<file path="src/rtl/instr_fetch.sv">
`default_nettype none
// ============================================================================
//  Module      : instr_fetch
//  Description : Instruction fetch stage. Issues one word read at a time to
//                instruction memory, presents fetched words to decode, holds
//                one word in a skid buffer while decode stalls, and redirects
//                on decode jumps or execute-stage mispredict corrections.
//                Reads that are in flight when a redirect lands are drained
//                and their data discarded.
//  Ports       : clk, rst_n (async, active-low)
//                imem_re/imem_addr/imem_rdy/imem_data - memory read port
//                instr/i_addr/instr_valid             - word to decode
//                stall                                - decode back-pressure
//                jump/J_sel/new_PC/reg_target         - decode redirect
//                mispredict/fix_PC                    - execute redirect
//  Revision    : 1.0 - initial release
// ============================================================================
module instr_fetch (
    input  logic        clk,
    input  logic        rst_n,
    output logic        imem_re,
    output logic [15:0] imem_addr,
    input  logic        imem_rdy,
    input  logic [15:0] imem_data,
    output logic [15:0] instr,
    output logic [15:0] i_addr,
    output logic        instr_valid,
    input  logic        stall,
    input  logic        jump,
    input  logic        J_sel,
    input  logic [15:0] new_PC,
    input  logic [15:0] reg_target,
    input  logic        mispredict,
    input  logic [15:0] fix_PC
);

    localparam logic [15:0] C_NOP = 16'hF000;

    typedef enum logic [1:0] {
        FETCH = 2'd0,
        FULL  = 2'd1,
        DRAIN = 2'd2
    } state_t;

    state_t      r_state;
    logic [15:0] r_pc;
    logic [15:0] r_buf_data;
    logic [15:0] r_buf_addr;
    logic [15:0] r_instr;
    logic [15:0] r_i_addr;
    logic        r_valid;

    logic        w_jump_acc;
    logic        w_redirect;
    logic [15:0] w_target;

    // A jump only counts against a real word that decode is consuming this
    // cycle; a simultaneous mispredict overrides it.
    assign w_jump_acc = jump & r_valid & ~stall & ~mispredict;
    assign w_redirect = mispredict | w_jump_acc;
    assign w_target   = mispredict ? fix_PC : (J_sel ? reg_target : new_PC);

    // Request is gated by rst_n so nothing is issued while reset is held,
    // yet the first request appears in the very cycle reset is released.
    assign imem_re     = rst_n & (r_state == FETCH);
    assign imem_addr   = r_pc;
    assign instr       = r_instr;
    assign i_addr      = r_i_addr;
    assign instr_valid = r_valid;

    always_ff @(posedge clk or negedge rst_n) begin
        if (!rst_n) begin
            r_state    <= FETCH;
            r_pc       <= 16'h0000;
            r_buf_data <= 16'h0000;
            r_buf_addr <= 16'h0000;
            r_instr    <= C_NOP;
            r_i_addr   <= 16'h0000;
            r_valid    <= 1'b0;
        end else if (w_redirect) begin
            r_pc       <= w_target;
            r_buf_data <= 16'h0000;
            r_buf_addr <= 16'h0000;
            r_instr    <= C_NOP;
            r_valid    <= 1'b0;
            case (r_state)
                // A read still in flight must be drained before the new
                // target is requested, keeping one outstanding read at most.
                FETCH:   r_state <= imem_rdy ? FETCH : DRAIN;
                FULL:    r_state <= FETCH;
                DRAIN:   r_state <= imem_rdy ? FETCH : DRAIN;
                default: r_state <= FETCH;
            endcase
        end else begin
            case (r_state)
                FETCH: begin
                    if (imem_rdy) begin
                        r_pc <= r_pc + 16'd1;
                        if (!stall) begin
                            r_instr  <= imem_data;
                            r_i_addr <= r_pc;
                            r_valid  <= 1'b1;
                        end else begin
                            // Decode is busy: park the word, outputs hold.
                            r_buf_data <= imem_data;
                            r_buf_addr <= r_pc;
                            r_state    <= FULL;
                        end
                    end else if (!stall) begin
                        // Decode took the current word and nothing replaces it.
                        r_instr <= C_NOP;
                        r_valid <= 1'b0;
                    end
                end
                FULL: begin
                    if (!stall) begin
                        r_instr  <= r_buf_data;
                        r_i_addr <= r_buf_addr;
                        r_valid  <= 1'b1;
                        r_state  <= FETCH;
                    end
                end
                DRAIN: begin
                    // Stale word returns and is dropped; fetch_pc already
                    // holds the redirect target.
                    if (imem_rdy) begin
                        r_state <= FETCH;
                    end
                end
                default: r_state <= FETCH;
            endcase
        end
    end

endmodule
`default_nettype wire

</file>
<file path="config.mk">
export PLATFORM = sky130hd
export DESIGN_NAME = instr_fetch
export DESIGN_NICKNAME = d
export VERILOG_FILES = /design/src/rtl/instr_fetch.sv
export SDC_FILE = /design/constraint.sdc
export NUM_CORES = 1
export LEC_CHECK = 0
export CORE_UTILIZATION = 43
export DETAILED_ROUTE_END_ITERATION = 12
export HOLD_SLACK_MARGIN = 0.12
export PLACE_DENSITY = 0.8
export SLEW_MARGIN = 15
export SYNTH_ARGS = -nofsm -noshare
export SYNTH_HDL_FRONTEND = slang
export SYNTH_SLANG_ARGS = --single-unit
</file>
<file path="constraint.sdc">
create_clock -name clk -period 1.7 [get_ports clk]
set_input_delay 0.255 -clock clk [delete_from_list [all_inputs] [get_ports clk]]
set_output_delay 0.255 -clock clk [all_outputs]
set_load 0.05 [all_outputs]
</file>
# Yosys cells after proc, flatten, opt, wreduce, memory -nomap -nowiden
# Cells that the tools add are included.
dict set report totals {
  elab_cells 76
  input_bits 71
  reg_bits 83
  out_inout_bits 50
}
dict set report classes {
  n_eq_ne 11
  bitwise_logic 8
  addsub 1
  n_reduce_logical 13
  muxes 36
}
# op count
set op_table {}
lappend op_table {{$mux 16} 21}
lappend op_table {{$pmux 16 s2} 2}
lappend op_table {{$add 16x1->16 const B} 1}
lappend op_table {{$ne 3x3->1 const B} 5}
lappend op_table {{$mux 2} 7}
lappend op_table {{$reduce_bool 2->1} 4}
lappend op_table {{$ne 2x2->1 const B} 3}
lappend op_table {{$pmux 2 s3} 1}
lappend op_table {{$reduce_and 3->1} 2}
lappend op_table {{$reduce_and 5->1} 1}
lappend op_table {{$and 1x1->1} 4}
lappend op_table {{$mux 1} 4}
lappend op_table {{$ne 4x4->1 const B} 1}
lappend op_table {{$reduce_and 2->1} 2}
lappend op_table {{$reduce_and 4->1} 1}
lappend op_table {{$not 1->1} 3}
lappend op_table {{$reduce_bool 3->1} 1}
lappend op_table {{$eq 2x1->1 const B} 1}
lappend op_table {{$eq 2x2->1 const B} 1}
lappend op_table {{$logic_not 2->1} 1}
lappend op_table {{$pmux 1 s2} 1}
lappend op_table {{$reduce_or 2->1} 1}
lappend op_table {{$or 1x1->1} 1}

# Logic depth before layout (Yosys ltp)
dict set report depth {
  ltp_word 6
  ltp_mapped 7
  ltp_nobuf 5
}

# Worst setup path after synthesis
# Ideal clock, no wire load.
dict set report synth_timing {
  path_kind {flip-flop to flip-flop}
  start {register r_pc[9] (netlist: imem_addr[9])}
  end {register r_pc[14] (netlist: imem_addr[14])}
  synth_period_minus_slack_ps 2057
  t_required_ps 1618
  setup_time_ps 82
  arrival_ps 1975
  stages_incl_launch_ff 6
  setup_slack_ps -357
  n_path_buf 1
  path_cell_list {dfrtp_1 buf_2 and4_1 or3b_1 or4_1 a31oi_1}
}
dict set report synth_between {
  elab_chain_len 4
}
# item line
set synth_lines {}
lappend synth_lines {{start: declaration} 46} ;# logic [15:0] r_pc;
lappend synth_lines {{start signal: assignment} 81} ;# r_pc <= w_target;
lappend synth_lines {{start signal: assignment} 98} ;# r_pc <= r_pc + 16'd1;
lappend synth_lines {{$add 16x1->16} 98}
lappend synth_lines {{$mux 16} 97} ;# if (imem_rdy) begin
lappend synth_lines {{$mux 16} 95} ;# case (r_state)
lappend synth_lines {{$mux 16} 80} ;# end else if (w_redirect) begin
# Every way passes these cells. The select of a mux whose other input is x is not followed.
# A chain may end at the register's enable or synchronous reset.

# Worst setup path after layout
# Same ends and word-level chain as after synthesis.

==> results.md <==
- Outcome: completed
- Synthesis Warnings: 0
- Post-synth ARST share: 1.00
- Static Leak: 0.00259 uW
- Final hold slack: 443 ps
- Post-synth EDFFs: 0
- Design Power: 6000 uW
- Crit. End Element: register
- Fmax: 599 MHz
- Fin crit period: 1670 ps
- Gate Count Post-Synth: about 440
- Slew @ Worst Pin: about 450 ps
- Syn Nets: 515
- Final hold viol count: 0
- Post-DP HPWL: 8270 um
- Crit Path Max Fanout: 4
- Worst rel slew slack: 0.702
- Clock sinks: 83
- Total gr overflow: 0
- CP cell instances: and4_4, or3b_4, or4_4, a31oi_2
- Most common cell in the netlist: nand2_1
- Critical path's slowest cell: or4_4
- Non-filler cells, final: 724
- Placer Congestion: 0.896
- Hold Path Class: in2async
- Unrepaired setup endpoints after global routing: yes
- First-pass GRT wire length: 18600 um
- PortBufs: 120
- CTS tree: built
- Ports: about 120
- CP max stage delay: 430 ps
- Max clock buf depth: 2
- Number of DRC markers in iteration 0: 195
- Fin worst setup slack: 31.8 ps
- R2R depth: 4
- DRC viols: 0
- Pre-CTS WS: -258 ps
- Reg-to-reg startpoint: imem_addr[9]
- Layout cells sized above 1: 0.279
- Initial antenna violation count: 0
- Total core area: 9240 um2
- Top cell type's share of synthesized area: 0.481
- Worst R2R End: imem_addr[14]
- Total global-route track usage: 0.239
- # diodes: 0
- Yosys top cell by area: dfrtp_1
- Sequential area share after synthesis: 0.506
- Largest net degree at the start of global routing: 84
- Via Count: 3847
- Placed insts: 702
- Std cell rows: 35
- Max IR drop VDD: 0.000550 V
- Worst Path Arrival: 1950 ps
- Drt first pass iters: 5
- Unique masters post-synth: 42
- Wirelength per Cell: 16.1 um
- Synthesized area: 4110 um2
- Seq cells post-synth: 83
- Routed vias/inst: approximately 5.3
- Fillers: 738
- Final WL: 11600 um
- H-Tree Depth: 3
- Die Area: 9960 um2
- Crit Path Class: reg2reg
- Vias in the first global route: 3861
- Mean post-synth cell area: 9.28 um2
- Die H: 99.8 um
- DIE WIDTH: approximately 100 um
- Initial core utilization: 0.445
- Worst Setup Start Kind: register
- FF-to-FF setup slack: around 32 ps
- Area Growth Syn to Fin: 49.0%
- Count of pins over their slew limit: 0
- CTS Buf Count: 9
- Primary FF master, synth: dfrtp_1
- Layout net count: 662
- Max Cap Viol: 0
- Top cells by count, synth: 94 x nand2_1, 79 x dfrtp_1, 42 x nor2_1
- Clk_lat worst skew: 370 ps
- Synth area leaders: dfrtp_1 48%, nand2_1 8.6%, mux2i_1 7.1%, o21ai_0 3.9%, nor2_1 3.8%
- Clock-pin transition on the worst setup and hold timing paths: around 100 ps
- CTS root buffer: clkbuf_8
- Routed Antenna Nets: 0
- Pwr dens: 979 nW/um2
- Required time worst endpoint: 1980 ps
- Setup TNS: 0 ps
- Period Utilization, post-route: 0.981
- Final Setup Violations: 0
- Setup Skew: 17.8 ps
## through the flow
step / area, um2 / util
after floorplan: 4240 / -
after global placement: 5790 / 0.626
after detailed placement: 5790 / 0.626
after CTS: 5990 / 0.648
after global routing: 6130 / 0.663
final: 6130 / 0.663
## cell families after synthesis
logic type,count (synthesis),share of synthesized area
buffers and inverters,37,0.0368
and+or+nand+nor,171,0.184
muxes,33,0.0815
xor gates and xnor gates,13,0.0277
adders and majority gates,1,0.00304
AOI/OAI and AO/OA,105,0.161
DFF,83,0.506
## worst max-delay path by stage
stage	startpoint	end	slack, ps	depth (start not counted)
floorplan	imem_addr[9]	imem_addr[15]	-210	5
global placement	stall	i_addr[2]	-190	7
detailed placement	stall	r_buf_data[7]	-260	7
CTS	imem_addr[9]	imem_addr[14]	8	4
global route	instr_valid	i_addr[7]	-2	7
finish	imem_addr[9]	imem_addr[14]	30	4
## where the power goes
part | total, uW | switching [uW] | internal, uW
logic | 2150 | 1330 | 818
registers | 2450 | 197 | 2260
clock network | 1390 | 821 | 572
total | 6000 | 2350 | 3650
## what timing repair did
item                                    4_1_cts  5_1_grt
setup buffers                                 0        3
endpoints found under the setup margin        1       13
gates resized for setup                       1       12
gates cloned                                  0        2
pin swaps                                     0        3
hold buffers                                  1        0
hold endpoints to repair                     79        0
## worst max-delay path: cells and delay by family, from the launching register on
kind / cells / cell delay [ps]
AO/OA/AOI/OAI: 1 / 150
flip-flops: 1 / 370
AND/OR/NAND/NOR: 3 / 1080
## cells in the final DEF, fill, tap and decap left out, drive strengths merged, types with 4 or more instances in the layout
master,netlist,layout
a31oi,15,15
clkdlybuf4s50,0,69
nand2,94,94
nor3b,7,7
nor3,4,4
dfstp,4,4
inv,3,8
nor4,5,5
a21oi,19,19
xnor2,10,10
o2bb2ai,12,12
nor2,42,42
mux2i,29,29
clkbuf,26,11
dfrtp,79,79
nand4,4,4
a211oi,17,17
mux2,4,4
o21ai,33,33
buf,8,98
o31ai,4,4
## sequential cells by signal, indices dropped and copies added (netlist names)
signal / count
i_addr: 16
imem_addr: 16
instr: 16
instr_valid: 1
r_buf_addr: 16
r_buf_data: 16
r_state: 2
## final cells by class
class,instances,area [um2],share of cell area
clock buffers,9,124,0.0202
clock inverters,7,66.3,0.0108
inverters,3,11.3,0.00184
multi-input cells,323,2050,0.334
flip-flops and latches,83,2100,0.343
well taps,129,161,0.0263
repair buffers,170,1620,0.264
## routing by layer
metal / vias to the layer above / track usage / share of wire
met5: - / 0 / 0
li1: 1847 / - / -
met3: 17 / 0.0390 / 0.055
met2: 137 / 0.402 / 0.50
met1: 1846 / 0.309 / 0.42
met4: 0 / 0.0962 / 0.017
(Power assumes the default switching activity.)
